==> config.mk <==
export PLATFORM = sky130hd
export DESIGN_NAME = seg7_scan_mux_flat
export DESIGN_NICKNAME = d
export VERILOG_FILES = /design/src/rtl/seg7_scan_mux_if.sv /design/src/rtl/seg7_scan_mux.sv /design/src/flat_wrapper.sv
export SDC_FILE = /design/constraint.sdc
export NUM_CORES = 1
export LEC_CHECK = 0
export BUFFER_PORTS_ARGS = -buffer_cell sky130_fd_sc_hd__buf_2
export CORE_ASPECT_RATIO = 1.2
export CORE_MARGIN = 1
export CORE_UTILIZATION = 50
export CTS_BUF_LIST = sky130_fd_sc_hd__clkbuf_8
export DETAILED_ROUTE_END_ITERATION = 6
export GPL_TIMING_DRIVEN = 0
export PLACE_DENSITY_LB_ADDON = 0.25
export SLEW_MARGIN = 5
export SYNTH_ARGS = -nofsm -noshare
export SYNTH_HDL_FRONTEND = slang
export SYNTH_SLANG_ARGS = --single-unit
export TNS_END_PERCENT = 100
==> constraint.sdc <==
create_clock -name clk_in -period 3.95 [get_ports clk_in]
set_input_delay 0.395 -clock clk_in [delete_from_list [all_inputs] [get_ports clk_in]]
set_output_delay 0.395 -clock clk_in [all_outputs]
set_load 0.01 [all_outputs]
==> src/rtl/seg7_scan_mux_if.sv <==
// Display-side bus of seg7_scan_mux: digit data and controls in, multiplexed pins out.
// master = numeric datapath / bench, slave = the scan multiplexer.
interface seg7_scan_mux_if #(
    parameter int NUM_DIGITS = 4,
    parameter int BRIGHT_W   = 4
);
    logic                    enable;
    logic [4*NUM_DIGITS-1:0] digits_in;
    logic [NUM_DIGITS-1:0]   dp_in;
    logic [NUM_DIGITS-1:0]   blank_in;
    logic [BRIGHT_W-1:0]     brightness;

    logic [6:0]              seg_out;
    logic                    dp_out;
    logic [NUM_DIGITS-1:0]   an_out;
    logic                    frame_start;

    modport master (
        output enable, digits_in, dp_in, blank_in, brightness,
        input  seg_out, dp_out, an_out, frame_start
    );

    modport slave (
        input  enable, digits_in, dp_in, blank_in, brightness,
        output seg_out, dp_out, an_out, frame_start
    );
endinterface

==> src/rtl/seg7_scan_mux.sv <==
// Parametrised seven-segment scan multiplexer with prescaler, PWM brightness and frame snapshot.
// Optional feature macro: SEG7_LEADING_ZERO_BLANK_EN (auto-blank leading zero digits at snapshot).
module seg7_scan_mux #(
    parameter int NUM_DIGITS = 4,
    parameter int CLK_DIV    = 50000,
    parameter int BRIGHT_W   = 4
) (
    input  logic            clk_in,
    input  logic            rst,
    seg7_scan_mux_if.slave  bus
);
    localparam int PW = $clog2(CLK_DIV);
    localparam int IW = $clog2(NUM_DIGITS);

    logic [PW-1:0]           prescaler;
    logic [BRIGHT_W-1:0]     phase;
    logic [IW-1:0]           idx;
    logic                    primed;
    logic [4*NUM_DIGITS-1:0] digit_snap;
    logic [NUM_DIGITS-1:0]   dp_snap;
    logic [NUM_DIGITS-1:0]   blank_snap;

    logic                    tick;
    logic                    phase_wrap;
    logic                    idx_last;
    logic                    frame_wrap;
    logic [NUM_DIGITS-1:0]   lz_blank;

    logic [3:0]              cur_digit;
    logic                    cur_dp;
    logic                    cur_blank;
    logic [6:0]              seg_next;
    logic                    dp_next;
    logic [NUM_DIGITS-1:0]   an_next;
    logic                    frame_next;

    logic [6:0]              seg_q;
    logic                    dp_q;
    logic [NUM_DIGITS-1:0]   an_q;
    logic                    frame_q;

    function automatic logic [6:0] hex_to_seg(input logic [3:0] h);
        case (h)
            4'h0: hex_to_seg = 7'b1000000;
            4'h1: hex_to_seg = 7'b1111001;
            4'h2: hex_to_seg = 7'b0100100;
            4'h3: hex_to_seg = 7'b0110000;
            4'h4: hex_to_seg = 7'b0011001;
            4'h5: hex_to_seg = 7'b0010010;
            4'h6: hex_to_seg = 7'b0000010;
            4'h7: hex_to_seg = 7'b1111000;
            4'h8: hex_to_seg = 7'b0000000;
            4'h9: hex_to_seg = 7'b0010000;
            4'hA: hex_to_seg = 7'b0001000;
            4'hB: hex_to_seg = 7'b0000011;
            4'hC: hex_to_seg = 7'b1000110;
            4'hD: hex_to_seg = 7'b0100001;
            4'hE: hex_to_seg = 7'b0000110;
            default: hex_to_seg = 7'b0001110;
        endcase
    endfunction

    assign tick       = (prescaler == PW'(CLK_DIV - 1));
    assign phase_wrap = &phase;
    assign idx_last   = (idx == IW'(NUM_DIGITS - 1));
    assign frame_wrap = phase_wrap && idx_last;

`ifdef SEG7_LEADING_ZERO_BLANK_EN
    logic seen_nonzero;

    // Walk down from the top digit; everything above the first nonzero nibble goes dark.
    always_comb begin
        lz_blank     = '0;
        seen_nonzero = 1'b0;
        for (int i = NUM_DIGITS - 1; i >= 1; i--) begin
            if (bus.digits_in[4*i +: 4] != 4'h0) begin
                seen_nonzero = 1'b1;
            end
            lz_blank[i] = !seen_nonzero;
        end
    end
`else
    assign lz_blank = '0;
`endif

    // Scan counters; the snapshot reloads only at a frame boundary so a frame never tears.
    always_ff @(posedge clk_in or posedge rst) begin
        if (rst) begin
            prescaler  <= '0;
            phase      <= '0;
            idx        <= '0;
            primed     <= 1'b0;
            digit_snap <= '0;
            dp_snap    <= '0;
            blank_snap <= '0;
        end else begin
            if (tick) begin
                prescaler <= '0;
            end else begin
                prescaler <= prescaler + PW'(1);
            end

            if (tick) begin
                phase <= phase + BRIGHT_W'(1);
                if (phase_wrap) begin
                    idx <= idx_last ? '0 : idx + IW'(1);
                end
                if (frame_wrap || !primed) begin
                    primed     <= 1'b1;
                    digit_snap <= bus.digits_in;
                    dp_snap    <= bus.dp_in;
                    blank_snap <= bus.blank_in | lz_blank;
                end
            end
        end
    end

    always_comb begin
        cur_digit = '0;
        cur_dp    = 1'b0;
        cur_blank = 1'b0;
        for (int i = 0; i < NUM_DIGITS; i++) begin
            if (idx == IW'(i)) begin
                cur_digit = digit_snap[4*i +: 4];
                cur_dp    = dp_snap[i];
                cur_blank = blank_snap[i];
            end
        end

        seg_next   = hex_to_seg(cur_digit);
        dp_next    = ~cur_dp;
        an_next    = '1;
        // phase < brightness can never hold on the all-ones phase, which keeps the ghosting guard tick dark.
        if (bus.enable && !cur_blank && (phase < bus.brightness)) begin
            an_next = ~(NUM_DIGITS'(1) << idx);
        end
        frame_next = (prescaler == '0) && (phase == '0) && (idx == '0);
    end

    always_ff @(posedge clk_in or posedge rst) begin
        if (rst) begin
            seg_q   <= 7'h7F;
            dp_q    <= 1'b1;
            an_q    <= '1;
            frame_q <= 1'b0;
        end else begin
            seg_q   <= seg_next;
            dp_q    <= dp_next;
            an_q    <= an_next;
            frame_q <= frame_next;
        end
    end

    assign bus.seg_out     = seg_q;
    assign bus.dp_out      = dp_q;
    assign bus.an_out      = an_q;
    assign bus.frame_start = frame_q;
endmodule

==> src/flat_wrapper.sv <==
// flat-port wrapper written by rule: the top's interface ports become plain ports
module seg7_scan_mux_flat 
#(
    parameter int NUM_DIGITS = 4,
    parameter int CLK_DIV    = 50000,
    parameter int BRIGHT_W   = 4
)
  (clk_in, rst, bus_enable, bus_digits_in, bus_dp_in, bus_blank_in, bus_brightness, bus_seg_out, bus_dp_out, bus_an_out, bus_frame_start);
  seg7_scan_mux_if #(.NUM_DIGITS(NUM_DIGITS), .BRIGHT_W(BRIGHT_W)) bus_i ();
  input  logic clk_in;
  input  logic rst;
  input wire logic [$bits(bus_i.enable)-1:0] bus_enable;
  input wire logic [$bits(bus_i.digits_in)-1:0] bus_digits_in;
  input wire logic [$bits(bus_i.dp_in)-1:0] bus_dp_in;
  input wire logic [$bits(bus_i.blank_in)-1:0] bus_blank_in;
  input wire logic [$bits(bus_i.brightness)-1:0] bus_brightness;
  output wire logic [$bits(bus_i.seg_out)-1:0] bus_seg_out;
  output wire logic [$bits(bus_i.dp_out)-1:0] bus_dp_out;
  output wire logic [$bits(bus_i.an_out)-1:0] bus_an_out;
  output wire logic [$bits(bus_i.frame_start)-1:0] bus_frame_start;
  assign bus_i.enable = bus_enable;
  assign bus_i.digits_in = bus_digits_in;
  assign bus_i.dp_in = bus_dp_in;
  assign bus_i.blank_in = bus_blank_in;
  assign bus_i.brightness = bus_brightness;
  assign bus_seg_out = bus_i.seg_out;
  assign bus_dp_out = bus_i.dp_out;
  assign bus_an_out = bus_i.an_out;
  assign bus_frame_start = bus_i.frame_start;
  seg7_scan_mux #(.NUM_DIGITS(NUM_DIGITS), .CLK_DIV(CLK_DIV), .BRIGHT_W(BRIGHT_W)) u_core (.clk_in(clk_in), .rst(rst), .bus(bus_i));
endmodule
==> summary.md, run 1 <==
| Metric | Value |
|---|---|
| Rel. slew slack | 0.527 |
| Core footprint | around 5800 um^2 |
| Hold-fix buffers, CTS | 0 |
| Lkg Pwr | ~1.7 nW |
| Logic gate share of total power | 0.067 |
| Clk slew on worst S/H paths | approximately 0.070 ns |
| Num rows | 30 |
| Post-synthesis async set-or-reset flop share | 1.00 |
| EDFF count, synth | 0 |
| Sw Ratio | 0.215 |
| DP HPWL | 4170 um |
| First-pass GRT wire length | about 9500 um |
| Dominant synthesized flop cell | dfrtp_1 |
| Share of cells above drive strength 1 | 0.351 |
| GPL Wtd Cong | 0.762 |
| Setup TNS | 0 ns |
| Cells after Synth | ~270 |
| I/O pin count | 44 |
| Dpl cells | roughly 400 |
| RSZ-0062 raised after global routing | false |
| Per-cell routed wire length | about 14 um |
| Largest net degree at the start of global routing | 42 |
| Max-cap check violation count | 0 |
| Post-DRT Antenna Nets | 0 |
| Setup Viol. Count Final | 0 |
| Synth Net Count | 316 |
| First-pass DRT Iterations | 4 |
| Layout Utilization | 0.626 |
| Clock power frac | 0.449 |
| Initial antenna violation count | 0 |
| Die Ht | 87.8 um |
| Post-CTS Resized | 0 |
| Yosys top cell by area | dfrtp_1 |
| Root Buffer Master | clkbuf_8 |
| Total Die Area | 6450 um^2 |
| Top-area cell type share of the netlist area | 0.392 |
| Yosys cell types | 45 |
| GRT overflow | 0 |
| CP Max Fanout | 10 |
| Max frequency | around 0.38 GHz |
| Status | complete, no violations |
| Synth-to-Final Area Change | 18.0% |
| Total track usage | 0.198 |
| Routed vias | approximately 2,100 |
| Tot Pwr | approximately 0.0013 W |
| Post-synthesis cell area | ~3100 um^2 |
| Fin. Hold Viols | 0 |
| Final Non-Filler Cells | around 400 |
| Fillers | approximately 510 |
| Least-Margin Pin Slew | 0.702 ns |
| CP Capture Type | flip-flop |
| Clk_lat worst skew | roughly 0.33 ns |
| DRC errors left | 0 |
| DR vias/cell | between 5 and 6 |
| Sequential area share after synthesis | 0.495 |
| Worst VDD drop | between 200 and 250 uV |
| Final nets | between 300 and 400 |
| 1st-iter DRT viols | 55 |
| Critical Path AT | between 2 and 3 ns |
| H-tree levels | 3 |
| Clock buffer depth | 2 |
| Ant. Diodes | 0 |
| CTS tree | yes |
| # clock sinks | 60 |
| Sequential share of power | 0.484 |
| CP startpoint kind | flip-flop |
| Die W | approximately 73 um |
| Setup repair bufs after CTS | 0 |
| Port buffer count | 43 |
| Setup Skew | around 0.010 ns |
| WP data required | about 4.2 ns |
| Initial Util | 0.530 |
| Num CTS Buffers | 9 |
| Tmin final | between 2 and 3 ns |
| Period Utilization, post-route | 0.658 |
| NetSw | 0.000288 W |
| Final WL | roughly 5700 um |
| Vias in the first global route | about 2,100 |
| Synthesized flop and latch total | 60 |
| Synth top area cells | dfrtp_1 39%, dfstp_2 10%, mux2_2 9.6% |
| Internal | 0.00105 W |
| HP Class | input pin to async pin |
| Slew Limit Fails | 0 |
| Post-Syn Area per Cell | between 10 and 15 um^2 |
| Crit path kind | flip-flop to flip-flop |
| Synth Warn # | 0 |
| P per Cell Area | about 370 nW/um^2 |
## cell families (layout without fill, tap and decap cells)
logic type | count (synthesis) | count (layout) | synth area share
multiplexers | 34 | 34 | 0.122
XOR/XNOR | 16 | 16 | 0.0457
AO/OA/AOI/OAI | 34 | 34 | 0.0800
buffers and inverters | 35 | 95 | 0.0514
adder cells (fa/ha/maj) | 17 | 17 | 0.0694
AND/OR/NAND/NOR | 72 | 72 | 0.137
flip-flops | 60 | 60 | 0.495
## cell usage in the layout, fill, tap and decap left out, types with 2 or more instances in the layout
cell type,count
buf_2,48
dfrtp_1,48
mux2_2,26
inv_1,25
ha_1,17
nor2_1,13
nand2_1,12
dfstp_2,12
nand3_1,10
clkbuf_8,10
xnor2_1,9
mux2i_1,8
xor2_1,7
a21oi_1,6
o21ai_0,6
nor3_1,4
nand4_1,4
o22ai_1,4
o211ai_1,4
nor4_1,3
a22oi_1,3
nand3b_1,3
a211oi_1,3
nor3b_1,3
a221o_1,3
clkbuf_1,2
and4_1,2
nand2b_1,2
buf_6,2
a221oi_2,2
or3_1,2
and3_1,2
and2_1,2
a21o_1,2
and3b_1,2
bufinv_16,2
## layout make-up
type                            count  area [um^2]  area share
Inverter                           24         90.1      0.0249
Clock buffer                       10          138      0.0380
Tap cell                           80          100      0.0277
Multi-Input combinational cell    173         1390       0.384
Sequential cell                    60         1520       0.419
Timing Repair Buffer               44          235      0.0650
Clock inverter                      6         80.1      0.0221
Buffer                             11         67.6      0.0187
## metal layers
metal  up-vias  routed length (um)  share of wire  global-route usage
li1       1046                   -              -                   -
met1      1026                2630           0.46               0.232
met2        44                2830           0.49               0.345
met3         7                 191          0.033              0.0403
met4         0                  91          0.016              0.0944
met5         -                   0              0                   0
## critical path: stages (launching register included)
cell and delay, ns:
dfrtp_1 0.40, inv_1 0.08, ha_1 0.20, clkbuf_1 0.38
o21ai_0 0.17, a22oi_1 0.38, inv_1 0.20, ha_1 0.29
and3_1 0.17, a221o_1 0.27
## power groups by stage
| stage | logic [W] | clock network (W) | registers (W) |
|---|---|---|---|
| 2_1_floorplan | 0.0000505 | 0 | 0.000661 |
| 3_3_place_gp | 0.0000859 | 0 | 0.000658 |
| 3_5_place_dp | 0.0000909 | 0 | 0.000659 |
| 4_1_cts | 0.0000913 | 0.000612 | 0.000648 |
| 5_1_grt | 0.000101 | 0.000642 | 0.000649 |
| 6_report | 0.0000895 | 0.000600 | 0.000648 |
## flip-flops by register name, indices dropped and copies added, names as in the netlist
signal and count:
u_core.bus.dp_out 1, u_core.phase 4, u_core.dp_snap 4, u_core.primed 1, u_core.bus.seg_out 7, u_core.blank_snap 4
u_core.bus.an_out 4, u_core.digit_snap 16, u_core.prescaler 16, u_core.idx 2, u_core.bus.frame_start 1
## stage by stage
stage                     setup WS, ns  instance area (um^2)  hold WS (ns)
after global placement            1.34                  3380         0.402
after global routing              1.11                  3620        0.0854
after floorplan                   1.77                  3060         0.386
after CTS                         1.33                  3620        0.0620
final                             1.35                  3620        0.0619
after detailed placement          1.30                  3400         0.423
## path summary, 6_finish.rpt
path	end	slack, ns	cells after the start	from
max	u_core.bus.seg_out[0]	1.35	9	u_core.idx[1]
max reg2reg	u_core.bus.seg_out[0]	1.35	9	u_core.idx[1]
min	u_core.prescaler[4]	0.06	2	rst
max in group asynchronous	u_core.bus.seg_out[1]	3.28	3	rst
min reg2reg	u_core.bus.dp_out	0.43	1	u_core.dp_snap[3]
min in group clk_in	u_core.dp_snap[0]	0.29	2	bus_dp_in[0]
## cells in the mapped netlist (all sizes together) (2+ instances only)
cell type / count
a221o: 3
nor2: 13
inv: 24
dfstp: 12
mux2: 26
xnor2: 9
nand4: 5
and4: 3
o21ai: 6
mux2i: 8
nand3b: 3
nor3b: 3
and2: 2
buf: 8
nor4: 3
or3: 3
and3b: 2
dfrtp: 48
o211ai: 4
nand2: 12
xor2: 7
nand2b: 2
nor3: 4
clkbuf: 3
a211oi: 3
ha: 17
a221oi: 2
a22oi: 3
a21oi: 6
a21o: 2
nand3: 11
o22ai: 4
and3: 3
Note: power is estimated with default switching activity, not from simulation.
==> inputs of run 2 (changes only) <==
clock period = 2.6 ns   (was 3.95 ns; I/O delays follow)
==> summary.md, run 2 (synthesis gave the netlist of run 1 again) <==
| Metric | Value |
|---|---|
| Hold depth | 2 |
| Final WL | approximately 5800 um |
| Commonest cells after routing, fill and taps aside | 48 x buf_2, 48 x dfrtp_1, 26 x mux2_2, 25 x inv_1, 17 x ha_1 |
| Synth-to-Final Area Change | 18.6% |
| First-pass GRT wire length | ~9500 um |
| Share of cells above drive strength 1 | 0.356 |
| 1st-iter DRT viols | 73 |
| Ant. Diodes | 0 |
| Clock power frac | 0.448 |
| CP startpoint kind | flip-flop |
| Root Buffer Master | clkbuf_8 |
| HP Class | input pin to flip-flop |
| Sequential share of power | 0.484 |
| Internal | roughly 0.0016 W |
| Clock buffer depth | 2 |
| Initial antenna violation count | 0 |
| Post-DRT Antenna Nets | 0 |
| Crit-path cells | ha_1, buf_2, buf_2, nor3b_1, a221o_1, inv_1, ha_1, and3_1, a221o_1 |
| Vias in the first global route | around 2,200 |
| DR vias/cell | 5.25 |
| CP Capture Type | flip-flop |
| CP Buf/Inv Count | 3 |
| Lkg Pwr | between 1.5 and 2 nW |
| CP Max Fanout | 10 |
| P per Cell Area | approximately 560 nW/um^2 |
| Setup Viol. Count Final | 0 |
| Max-cap check violation count | 0 |
| Register-to-Register Path Depth | 9 |
| DRC errors left | 0 |
| Largest net degree at the start of global routing | 42 |
| Setup Skew | roughly 0.0098 ns |
| Worst VDD drop | ~320 uV |
| Tot Pwr | 0.00203 W |
| H-tree levels | 3 |
| Num CTS Buffers | 9 |
| Kind of cell adding the most delay to the critical path | compound AO/OA/AOI/OAI gates |
| WP data required | roughly 2.9 ns |
| Total track usage | 0.199 |
| First-pass DRT Iterations | 4 |
| Per-cell routed wire length | roughly 14 um |
| Period Utilization, post-route | 0.938 |
| Slew Limit Fails | 0 |
| Tmin final | between 2 and 2.5 ns |
| Sw Ratio | 0.215 |
| Logic gate share of total power | 0.068 |
| NetSw | about 0.00044 W |
| Initial Util | 0.530 |
| Clk slew on worst S/H paths | about 0.070 ns |
| Die W | 73.5 um |
| Core footprint | between 5000 and 6000 um^2 |
| Total Die Area | about 6400 um^2 |
| Num rows | 30 |
| Worst path depth | 9 |
| RSZ-0062 raised after global routing | false |
| Pre-CTS setup slack | -0.0499 ns |
| I/O pin count | 44 |
| # clock sinks | 60 |
| Port buffer count | between 40 and 50 |
| Routed vias | ~2,100 |
| Critical-path top delay cell | dfrtp_1 |
| Rel. slew slack | 0.527 |
| Final nets | approximately 370 |
| Max incr delay on CP | ~0.42 ns |
| Max frequency | 0.410 GHz |
| Fin. Hold Viols | 0 |
| Die Ht | about 88 um |
| Crit path kind | flip-flop to flip-flop |
| GRT overflow | 0 |
| GPL Wtd Cong | between 0.7 and 0.8 |
| Critical Path AT | approximately 2.7 ns |
| DP HPWL | ~4200 um |
| CTS tree | yes |
| Worst Slack Setup Final | approximately 0.16 ns |
| Status | complete, no violations |
| Least-Margin Pin Slew | around 0.70 ns |
| Clk_lat worst skew | between 0.3 and 0.4 ns |
run 2: worst paths after layout:
path | startpoint | slack [ns] | endpoint
max | u_core.idx[0] | 0.16 | u_core.bus.seg_out[0]
min | bus_dp_in[0] | 0.16 | u_core.dp_snap[0]
max reg2reg | u_core.idx[0] | 0.16 | u_core.bus.seg_out[0]
min reg2reg | u_core.dp_snap[3] | 0.43 | u_core.bus.dp_out
max in group asynchronous | rst | 1.50 | u_core.bus.dp_out
min in group asynchronous | rst | 0.48 | u_core.prescaler[4]
run 2: power by group through the flow:
stage / Combinational, W / Sequential, W / Clock, W
final: 0.000138 / 0.000984 / 0.000911
after global routing: 0.000155 / 0.000987 / 0.000975
after CTS: 0.000140 / 0.000984 / 0.000929
after detailed placement: 0.000138 / 0.00100 / 0
after global placement: 0.000131 / 0.000999 / 0
after floorplan: 0.0000767 / 0.00100 / 0
run 2: area by class of cell:
class / count / area (um^2)
clock inverters: 6 / 80.1
flip-flops and latches: 60 / 1520
clock buffers: 10 / 138
plain buffers: 11 / 68.8
multi-input cells: 173 / 1400
repair buffers: 45 / 245
well taps: 80 / 100
inverters: 24 / 90.1
fillers: 503 / 2150
run 2: timing repair:
action | 4_1_cts | 5_1_grt
buffers inserted | 0 | 0
endpoints found under the setup margin | 1 | 2
hold buffers | 1 | 0
resized for setup | 1 | 1
endpoints found under the hold margin | 17 | 0
run 2: metrics by stage:
step / setup TNS (ns) / std cells / util / hold slack (ns) / cell area [um^2]
floorplan: 0 / 268 / - / 0.386 / 3060
global placement: 0 / 391 / 0.585 / 0.402 / 3380
detailed placement: -0.0499 / 392 / 0.588 / 0.291 / 3400
CTS: 0 / 409 / 0.628 / 0.147 / 3630
global route: 0 / 409 / 0.629 / 0.145 / 3630
finish: 0 / 409 / 0.629 / 0.157 / 3630
run 2: layer usage:
layer  vias to the layer above  part of all wire  track usage
li1                       1048                 -            -
met1                      1053              0.45        0.232
met2                        41              0.50        0.347
met3                         7             0.033       0.0403
met4                         0             0.015       0.0944
met5                         -                 0            0
run 2: worst reg2reg max path, delay by kind of cell (launching register included):
family | cells | cell delay (ns)
flip-flops | 1 | 0.42
buffers and inverters | 3 | 0.55
AND/OR/NAND/NOR | 2 | 0.37
adder cells (fa/ha/maj) | 2 | 0.46
AO/OA/AOI/OAI | 2 | 0.58
